--- src/rtl/doodle_pkg.sv ---
// Shared screen geometry, start position and state encodings for the doodle
// motion path and the game state machine.
package doodle_pkg;
    localparam int SCR_X_MIN     = 144;
    localparam int SCR_X_MAX     = 774;
    localparam int SCR_Y_MIN     = 35;
    localparam int SCR_Y_MAX     = 515;
    localparam int DOODLE_RADIUS = 13;
    localparam int POS_SAT       = 1023;

    localparam logic [15:0] START_X = 16'd288;
    localparam logic [15:0] START_Y = 16'd458;
    localparam logic [15:0] Y_TOP   = 16'(SCR_Y_MIN + DOODLE_RADIUS);

    // {q_Done, q_Down, q_Up, q_I}
    typedef enum logic [3:0] {
        ST_I    = 4'b0001,
        ST_UP   = 4'b0010,
        ST_DOWN = 4'b0100,
        ST_DONE = 4'b1000
    } game_state_e;

    // Rise speed slows as the apex nears; zero once the apex is reached.
    function automatic logic [3:0] rise_speed(input logic [9:0] jh, input logic [9:0] uc);
        logic [9:0] rem;
        rem = jh - uc;
        if (uc >= jh)       return 4'd0;
        else if (rem >= 32) return 4'd4;
        else if (rem >= 8)  return 4'd2;
        else                return 4'd1;
    endfunction
endpackage

--- src/rtl/doodle_motion_if.sv ---
// Motion interface between the game state machine (master) and the doodle
// motion generator (slave).
interface doodle_motion_if;
    logic        q_I, q_Up, q_Down, q_Done;
    logic        is_in_middle;
    logic [9:0]  JUMP_HEIGHT;
    logic        btn_left, btn_right;
    logic [15:0] object_x, object_y;
    logic [9:0]  up_count;
    logic [3:0]  vert_speed;
    logic        frame_tick;

    modport master (
        output q_I, q_Up, q_Down, q_Done, is_in_middle, JUMP_HEIGHT, btn_left, btn_right,
        input  object_x, object_y, up_count, vert_speed, frame_tick
    );
    modport slave (
        input  q_I, q_Up, q_Down, q_Done, is_in_middle, JUMP_HEIGHT, btn_left, btn_right,
        output object_x, object_y, up_count, vert_speed, frame_tick
    );
endinterface

--- src/rtl/doodle_tick_gen.sv ---
// Frame divider: one-cycle frame_tick each time the counter wraps to 0.
module doodle_tick_gen #(
    parameter int TICK_DIV = 833333
) (
    input  logic Clk,
    input  logic Reset,
    output logic frame_tick
);
    localparam int            CW   = (TICK_DIV > 1) ? $clog2(TICK_DIV) : 1;
    localparam logic [CW-1:0] LAST = CW'(TICK_DIV - 1);

    logic [CW-1:0] div_cnt;

    always_ff @(posedge Clk or posedge Reset) begin
        if (Reset) begin
            div_cnt    <= '0;
            frame_tick <= 1'b0;
        end else if (div_cnt == LAST) begin
            div_cnt    <= '0;
            frame_tick <= 1'b1;
        end else begin
            div_cnt    <= div_cnt + 1'b1;
            frame_tick <= 1'b0;
        end
    end
endmodule

--- src/rtl/doodle_motion.sv ---
// Doodle physics: jump rise, accelerating fall and wrap-around horizontal
// motion, advanced once per frame tick.
module doodle_motion
    import doodle_pkg::*;
#(
    parameter int TICK_DIV       = 833333,
    parameter int H_STEP         = 3,
    parameter int MAX_FALL       = 6,
    parameter int FALL_ACC_TICKS = 8
) (
    input logic            Clk,
    input logic            Reset,
    doodle_motion_if.slave m
);
    localparam int             FCW       = (FALL_ACC_TICKS > 1) ? $clog2(FALL_ACC_TICKS) : 1;
    localparam logic [FCW-1:0] FALL_LAST = FCW'(FALL_ACC_TICKS - 1);
    localparam logic [3:0]     SPD_MAX   = 4'(MAX_FALL);

    logic           tick;
    logic [15:0]    obj_x, obj_y, x_next;
    logic [9:0]     up_cnt;
    logic [3:0]     vspd, rise;
    logic [FCW-1:0] fall_cnt;
    logic           prev_up, prev_down;
    logic [3:0]     st;
    logic [10:0]    up_sum;
    logic [16:0]    y_fall;

    doodle_tick_gen #(.TICK_DIV(TICK_DIV)) u_tick (
        .Clk        (Clk),
        .Reset      (Reset),
        .frame_tick (tick)
    );

    assign m.frame_tick = tick;
    assign m.object_x   = obj_x;
    assign m.object_y   = obj_y;
    assign m.up_count   = up_cnt;
    assign m.vert_speed = vspd;

    assign st     = {m.q_Done, m.q_Down, m.q_Up, m.q_I};
    assign rise   = rise_speed(m.JUMP_HEIGHT, up_cnt);
    assign up_sum = {1'b0, up_cnt} + 11'(rise);
    assign y_fall = {1'b0, obj_y} + 17'(vspd);

    // Leaving one screen edge re-enters at the other; both buttons cancel.
    always_comb begin
        x_next = obj_x;
        if (m.btn_left && !m.btn_right)
            x_next = (obj_x < 16'(SCR_X_MIN + H_STEP)) ? 16'(SCR_X_MAX) : obj_x - 16'(H_STEP);
        else if (m.btn_right && !m.btn_left)
            x_next = (obj_x + 16'(H_STEP) > 16'(SCR_X_MAX)) ? 16'(SCR_X_MIN) : obj_x + 16'(H_STEP);
    end

    always_ff @(posedge Clk or posedge Reset) begin
        if (Reset) begin
            obj_x     <= START_X;
            obj_y     <= START_Y;
            up_cnt    <= '0;
            vspd      <= '0;
            fall_cnt  <= '0;
            prev_up   <= 1'b0;
            prev_down <= 1'b0;
        end else begin
            prev_up   <= m.q_Up;
            prev_down <= m.q_Down;
            case (st)
                ST_I: begin
                    obj_x  <= START_X;
                    obj_y  <= START_Y;
                    up_cnt <= '0;
                    vspd   <= '0;
                end
                // State entry takes priority over a coincident tick.
                ST_UP:
                    if (!prev_up) begin
                        up_cnt <= '0;
                        vspd   <= rise_speed(m.JUMP_HEIGHT, 10'd0);
                    end else if (tick) begin
                        obj_x  <= x_next;
                        vspd   <= rise;
                        up_cnt <= (up_sum > 11'(POS_SAT)) ? 10'(POS_SAT) : up_sum[9:0];
                        if (!m.is_in_middle)
                            obj_y <= (obj_y < Y_TOP + 16'(rise)) ? Y_TOP : obj_y - 16'(rise);
                    end
                ST_DOWN:
                    if (!prev_down) begin
                        vspd     <= 4'd1;
                        fall_cnt <= '0;
                    end else if (tick) begin
                        obj_x <= x_next;
                        obj_y <= (y_fall > 17'(POS_SAT)) ? 16'(POS_SAT) : y_fall[15:0];
                        if (fall_cnt == FALL_LAST) begin
                            fall_cnt <= '0;
                            vspd     <= (vspd >= SPD_MAX) ? SPD_MAX : vspd + 4'd1;
                        end else begin
                            fall_cnt <= fall_cnt + 1'b1;
                        end
                    end
                default: ;  // DONE and non-one-hot states hold everything
            endcase
        end
    end
endmodule

--- src/flat_wrapper.sv ---
// flat-port wrapper written by rule: the top's interface ports become plain ports
module doodle_motion_flat import doodle_pkg::*;
#(
    parameter int TICK_DIV       = 833333,
    parameter int H_STEP         = 3,
    parameter int MAX_FALL       = 6,
    parameter int FALL_ACC_TICKS = 8
)
  (Clk, Reset, m_q_I, m_q_Up, m_q_Down, m_q_Done, m_is_in_middle, m_JUMP_HEIGHT, m_btn_left, m_btn_right, m_object_x, m_object_y, m_up_count, m_vert_speed, m_frame_tick);
  doodle_motion_if m_i ();
  input logic Clk;
  input logic Reset;
  input wire logic [$bits(m_i.q_I)-1:0] m_q_I;
  input wire logic [$bits(m_i.q_Up)-1:0] m_q_Up;
  input wire logic [$bits(m_i.q_Down)-1:0] m_q_Down;
  input wire logic [$bits(m_i.q_Done)-1:0] m_q_Done;
  input wire logic [$bits(m_i.is_in_middle)-1:0] m_is_in_middle;
  input wire logic [$bits(m_i.JUMP_HEIGHT)-1:0] m_JUMP_HEIGHT;
  input wire logic [$bits(m_i.btn_left)-1:0] m_btn_left;
  input wire logic [$bits(m_i.btn_right)-1:0] m_btn_right;
  output wire logic [$bits(m_i.object_x)-1:0] m_object_x;
  output wire logic [$bits(m_i.object_y)-1:0] m_object_y;
  output wire logic [$bits(m_i.up_count)-1:0] m_up_count;
  output wire logic [$bits(m_i.vert_speed)-1:0] m_vert_speed;
  output wire logic [$bits(m_i.frame_tick)-1:0] m_frame_tick;
  assign m_i.q_I = m_q_I;
  assign m_i.q_Up = m_q_Up;
  assign m_i.q_Down = m_q_Down;
  assign m_i.q_Done = m_q_Done;
  assign m_i.is_in_middle = m_is_in_middle;
  assign m_i.JUMP_HEIGHT = m_JUMP_HEIGHT;
  assign m_i.btn_left = m_btn_left;
  assign m_i.btn_right = m_btn_right;
  assign m_object_x = m_i.object_x;
  assign m_object_y = m_i.object_y;
  assign m_up_count = m_i.up_count;
  assign m_vert_speed = m_i.vert_speed;
  assign m_frame_tick = m_i.frame_tick;
  doodle_motion #(.TICK_DIV(TICK_DIV), .H_STEP(H_STEP), .MAX_FALL(MAX_FALL), .FALL_ACC_TICKS(FALL_ACC_TICKS)) u_core (.Clk(Clk), .Reset(Reset), .m(m_i));
endmodule
--- config.mk ---
export PLATFORM = sky130hd
export DESIGN_NAME = doodle_motion_flat
export DESIGN_NICKNAME = d
export VERILOG_FILES = /design/src/rtl/doodle_pkg.sv /design/src/rtl/doodle_motion_if.sv /design/src/rtl/doodle_tick_gen.sv /design/src/rtl/doodle_motion.sv /design/src/flat_wrapper.sv
export SDC_FILE = /design/constraint.sdc
export NUM_CORES = 1
export LEC_CHECK = 0
export CAP_MARGIN = 0
export CORE_ASPECT_RATIO = 1.4
export CORE_MARGIN = 4
export CORE_UTILIZATION = 52
export DETAILED_ROUTE_END_ITERATION = 16
export GPL_TIMING_DRIVEN = 0
export MAX_ROUTING_LAYER = met4
export PLACE_DENSITY = 0.89
export SLEW_MARGIN = 20
export SYNTH_ARGS = -nofsm -noshare
export SYNTH_HDL_FRONTEND = slang
export SYNTH_SLANG_ARGS = --single-unit
--- constraint.sdc ---
create_clock -name Clk -period 4.05 [get_ports Clk]
set_input_delay 0.81 -clock Clk [delete_from_list [all_inputs] [get_ports Clk]]
set_output_delay 0.81 -clock Clk [all_outputs]
set_load 0.05 [all_outputs]
==> qor.yml <==
job:
  drv.max_cap_violation_count: 0
final_layout:
  post_layout_nonfiller_instances: 936
  design.final.nets: 841
  final_util_pct: 68.7
  ratio_of_cells_with_drive_above_1_in_the_final_layout_pct: 18.0
  ant_cells: 0
  syn2layout_area_growth_pct: 29.5
drt:
  top_layer_used: "met4"
  drt-initial-drc-count: 520
  drt_pass_1_iters: 5
  via_count: 5987
  wl_microns: 17400
  wl_met3_microns: 1100
  number_of_drc_violations_after_detailed_routing: 0
  wl_met1_microns: 6630
  drtAntennaViolNets: 0
  vias_per_cell: 6.40
  met2RoutedLength_microns: 8840
  detail_route.wl_per_cell_microns: 18.6
synthesis:
  yosys.cell_types.count: 84
  synthDominantCellAreaShare_pct: 28.2
  synth-seq-cells: 72
  postSynthNetCount: 743
  netlist.top_cell.by_area: "dfrtp_1"
  synth_top_flop_cell: "dfrtp_1"
  post-synth-top-count-cell: "nor2_1"
  sequential_element_share_of_the_synthesized_area_pct: 31.4
  synth.cell_area_sq_um: 5770
  synth_warnings: 0
  synth-async-reset-ratio_pct: 100
  synthTopCellsByCount: "68 x nor2_1, 65 x dfrtp_1, 60 x nand2_1"
  syn-instance-count: 692
  synth-edff-count: 0
  avgSynthCellArea_sq_um: 8.33
  leading_post_synthesis_cells_by_cell_area: "dfrtp_1 28%, ha_1 6.1%, a21oi_1 4.4%, nor2_1 4.4%, nand2_1 3.9%"
sta:
  timing.final.hold_violations: 0
  worst_pin_slew_ps: 1100
  rsz0062_at_grt: "yes"
  max_clock_freq_mhz: 236
  setup-tns-final_ps: -1780
  slew-limit-headroom_pct: 26.1
  hold_slack_ps: 508
  setup_violations: 19
  finalClockSkew_ps: 9.72
  timing.final.max_slew_violations: 0
  final_period_minus_worst_setup_slack_ps: 4240
  postLayoutSetupSlackWorst_ps: -187
  final_min_period_over_clock_period_pct: 105
critical_path:
  worst-path-buf-inv: 4
  timing.critical_path.arrival_ps: 4450
  r2r_cells: 20
  worst_setup_path_startpoint: "m_JUMP_HEIGHT[1]"
  timing.critical_path.to_type: "flip-flop"
  crit_chain: "clkdlybuf4s15_2, ha_1, nor2b_1, o21a_1, o21bai_1, a21bo_2, a21oi_4, nand2_2, nor3b_4, ha_2, inv_2, fa_2, a211oi_4, nor2_4, o21ai_4, buf_4, buf_6, nor3_2, a21oi_1, o21ai_1"
  rr_startpoint: "u_core.m.up_count[1]$_DFFE_PP0P_"
  slowest_delay_ps: 380
  setup.worst_path.end: "u_core.m.object_y[0]$_DFFE_PP0P_"
  worst_path_dominant_cell_family: "compound AO/OA/AOI/OAI gates"
  cp.required_ps: 4260
  crit_cells: 20
  worst-path-max-fanout: 5
  cpMaxStageDelayCell: "fa_2"
  critical_path.startpoint_type: "input port"
  r2r_slack_ps: -160
  reg2reg_to: "u_core.m.object_y[0]$_DFFE_PP0P_"
  cp_class: "in -> reg"
grt:
  largest_net_degree_at_the_start_of_global_routing: 54
  grt_pass1_wl_microns: 27700
  grt_pass1_vias: 5970
  globalRoute.totalOverflow: 0
  grt_antenna_before_repair: 0
  overall_global_routing_resource_usage_pct: 26.6
power:
  report.power.total_mw: 2.00
  power.density_nw_per_um2: 267
  power.static_leakage_nw: 3.04
  max-vdd-ir-drop_v: 0.000262
die:
  num_rows: 45
  placeable_area_sq_um: 10900
  floorplan.die.height_microns: 133
  die_x_microns: 97.0
  design.die.area_sq_um: 12900
  boundaryPins: 66
  start_util_pct: 53.1
clocking:
  post_cts_hold_buffer_count: 0
  cts_max_level: 3
  clkTransAtPathRegs_ps: 50
  cts_made_buffers: 9
  worstSkewPairLatency_ps: 350
  clkSinkCount: 72
  cts.path.max_buffers: 2
  clock-root-buffer: "clkbuf_16"
  cts_tree: "done"
place:
  numPortBuffers: 64
  place_inst: 898
  routabilityCongestion: 0.903
  dp.final_hpwl_microns: 12200
min_path:
  type_of_the_tightest_min_delay_check: "reg -> reg"
run_status:
  run_status: "complete, but fails checks"
  failed_checks: "negative setup slack"
worst min path at each step:
stage,start,endpoint,slack (ps),cells past startpoint
after floorplan,u_core.u_tick.div_cnt[6]$_DFF_PP0_,u_core.u_tick.div_cnt[6]$_DFF_PP0_,460,1
final,u_core.u_tick.div_cnt[6]$_DFF_PP0_,u_core.u_tick.div_cnt[6]$_DFF_PP0_,510,1
after detailed placement,u_core.u_tick.div_cnt[6]$_DFF_PP0_,u_core.u_tick.div_cnt[6]$_DFF_PP0_,500,1
after global placement,u_core.fall_cnt[0]$_DFFE_PP0P_,u_core.fall_cnt[0]$_DFFE_PP0P_,480,1
after CTS,u_core.u_tick.div_cnt[6]$_DFF_PP0_,u_core.u_tick.div_cnt[6]$_DFF_PP0_,510,1
after global routing,u_core.fall_cnt[0]$_DFFE_PP0P_,u_core.fall_cnt[0]$_DFFE_PP0P_,530,1
cell type report:
type                            instances  area (sq um)
Fill cell                             810          3400
Sequential cell                        72          1810
Clock buffer                           12           236
Buffer                                 31           186
Timing Repair Buffer                   86           840
Clock inverter                          4          70.1
Multi-Input combinational cell        554          4000
Inverter                               36           150
Tap cell                              141           176
what timing repair did:
| item | 4_1_cts | 5_1_grt |
|---|---|---|
| cloned | 2 | 0 |
| resized for setup | 46 | 29 |
| pin swaps | 27 | 12 |
| endpoints found under the setup margin | 26 | 26 |
| buffers inserted | 11 | 9 |
registers in the layout (all words and copies together), names as in the netlist:
signal and flops:
u_core.m.up_count 10, u_core.m.vert_speed 4, u_core.prev_down 1, u_core.fall_cnt 3, u_core.m.object_y 16, u_core.m.object_x 16
u_core.prev_up 1, u_core.u_tick.div_cnt 20, u_core.u_tick.frame_tick 1
report_power, final:
group          internal (mW)  switching (mW)
clock                  0.538           0.317
sequential             0.735          0.0211
combinational          0.155           0.230
cells by family after synthesis:
kind of cell	synth area share (%)
muxes	0.716
buffers and inverters	5.58
and+or+nand+nor	24.8
AOI/OAI and AO/OA	24.4
xor gates and xnor gates	5.62
adders and majority gates	7.47
DFF	31.4
worst register-to-register path, cell delays in order, from the launching register on:
cell and delay, ps:
dfrtp_1 430, inv_1 200, ha_1 360, nor2b_1 210, o21a_1 220, o21bai_1 110
a21bo_2 240, a21oi_4 200, nand2_2 110, nor3b_4 200, ha_2 220, inv_2 40
fa_2 380, a211oi_4 320, nor2_4 90, o21ai_4 210, buf_4 160, buf_6 110
nor3_2 40, a21oi_1 120, o21ai_1 100
metal layers:
metal | vias to the layer above | GRT usage, %
met5 | - | -
met4 | 0 | 12.8
met3 | 75 | 5.27
met2 | 314 | 46.4
met1 | 2859 | 28.7
li1 | 2739 | -
through the flow:
step	area [sq um]	setup WS [ps]
after global routing	7470	-329
final	7470	-187
after floorplan	5870	-154
after global placement	6680	-1200
after CTS	7290	-75.8
after detailed placement	6710	-1340
placed cells by master, fill, tap and decap left out, drive strengths merged, types with 6 or more instances in the layout:
| master | instances |
|---|---|
| nor2 | 68 |
| dfrtp | 65 |
| nand2 | 60 |
| clkdlybuf4s50 | 55 |
| a21oi | 52 |
| o21ai | 51 |
| buf | 38 |
| inv | 36 |
| nand3 | 29 |
| ha | 28 |
| clkbuf | 28 |
| nor3 | 25 |
| xor2 | 21 |
| nand4 | 17 |
| xnor2 | 16 |
| a31oi | 13 |
| and3 | 13 |
| o21a | 11 |
| nor2b | 10 |
| a21o | 7 |
| nand2b | 7 |
| a211o | 7 |
| dfstp | 7 |
| nor4 | 7 |
| or3 | 7 |
| o31ai | 7 |
| o22a | 6 |
| dlygate4sd2 | 6 |
| a211oi | 6 |
Power figures use the tool's default switching activity.
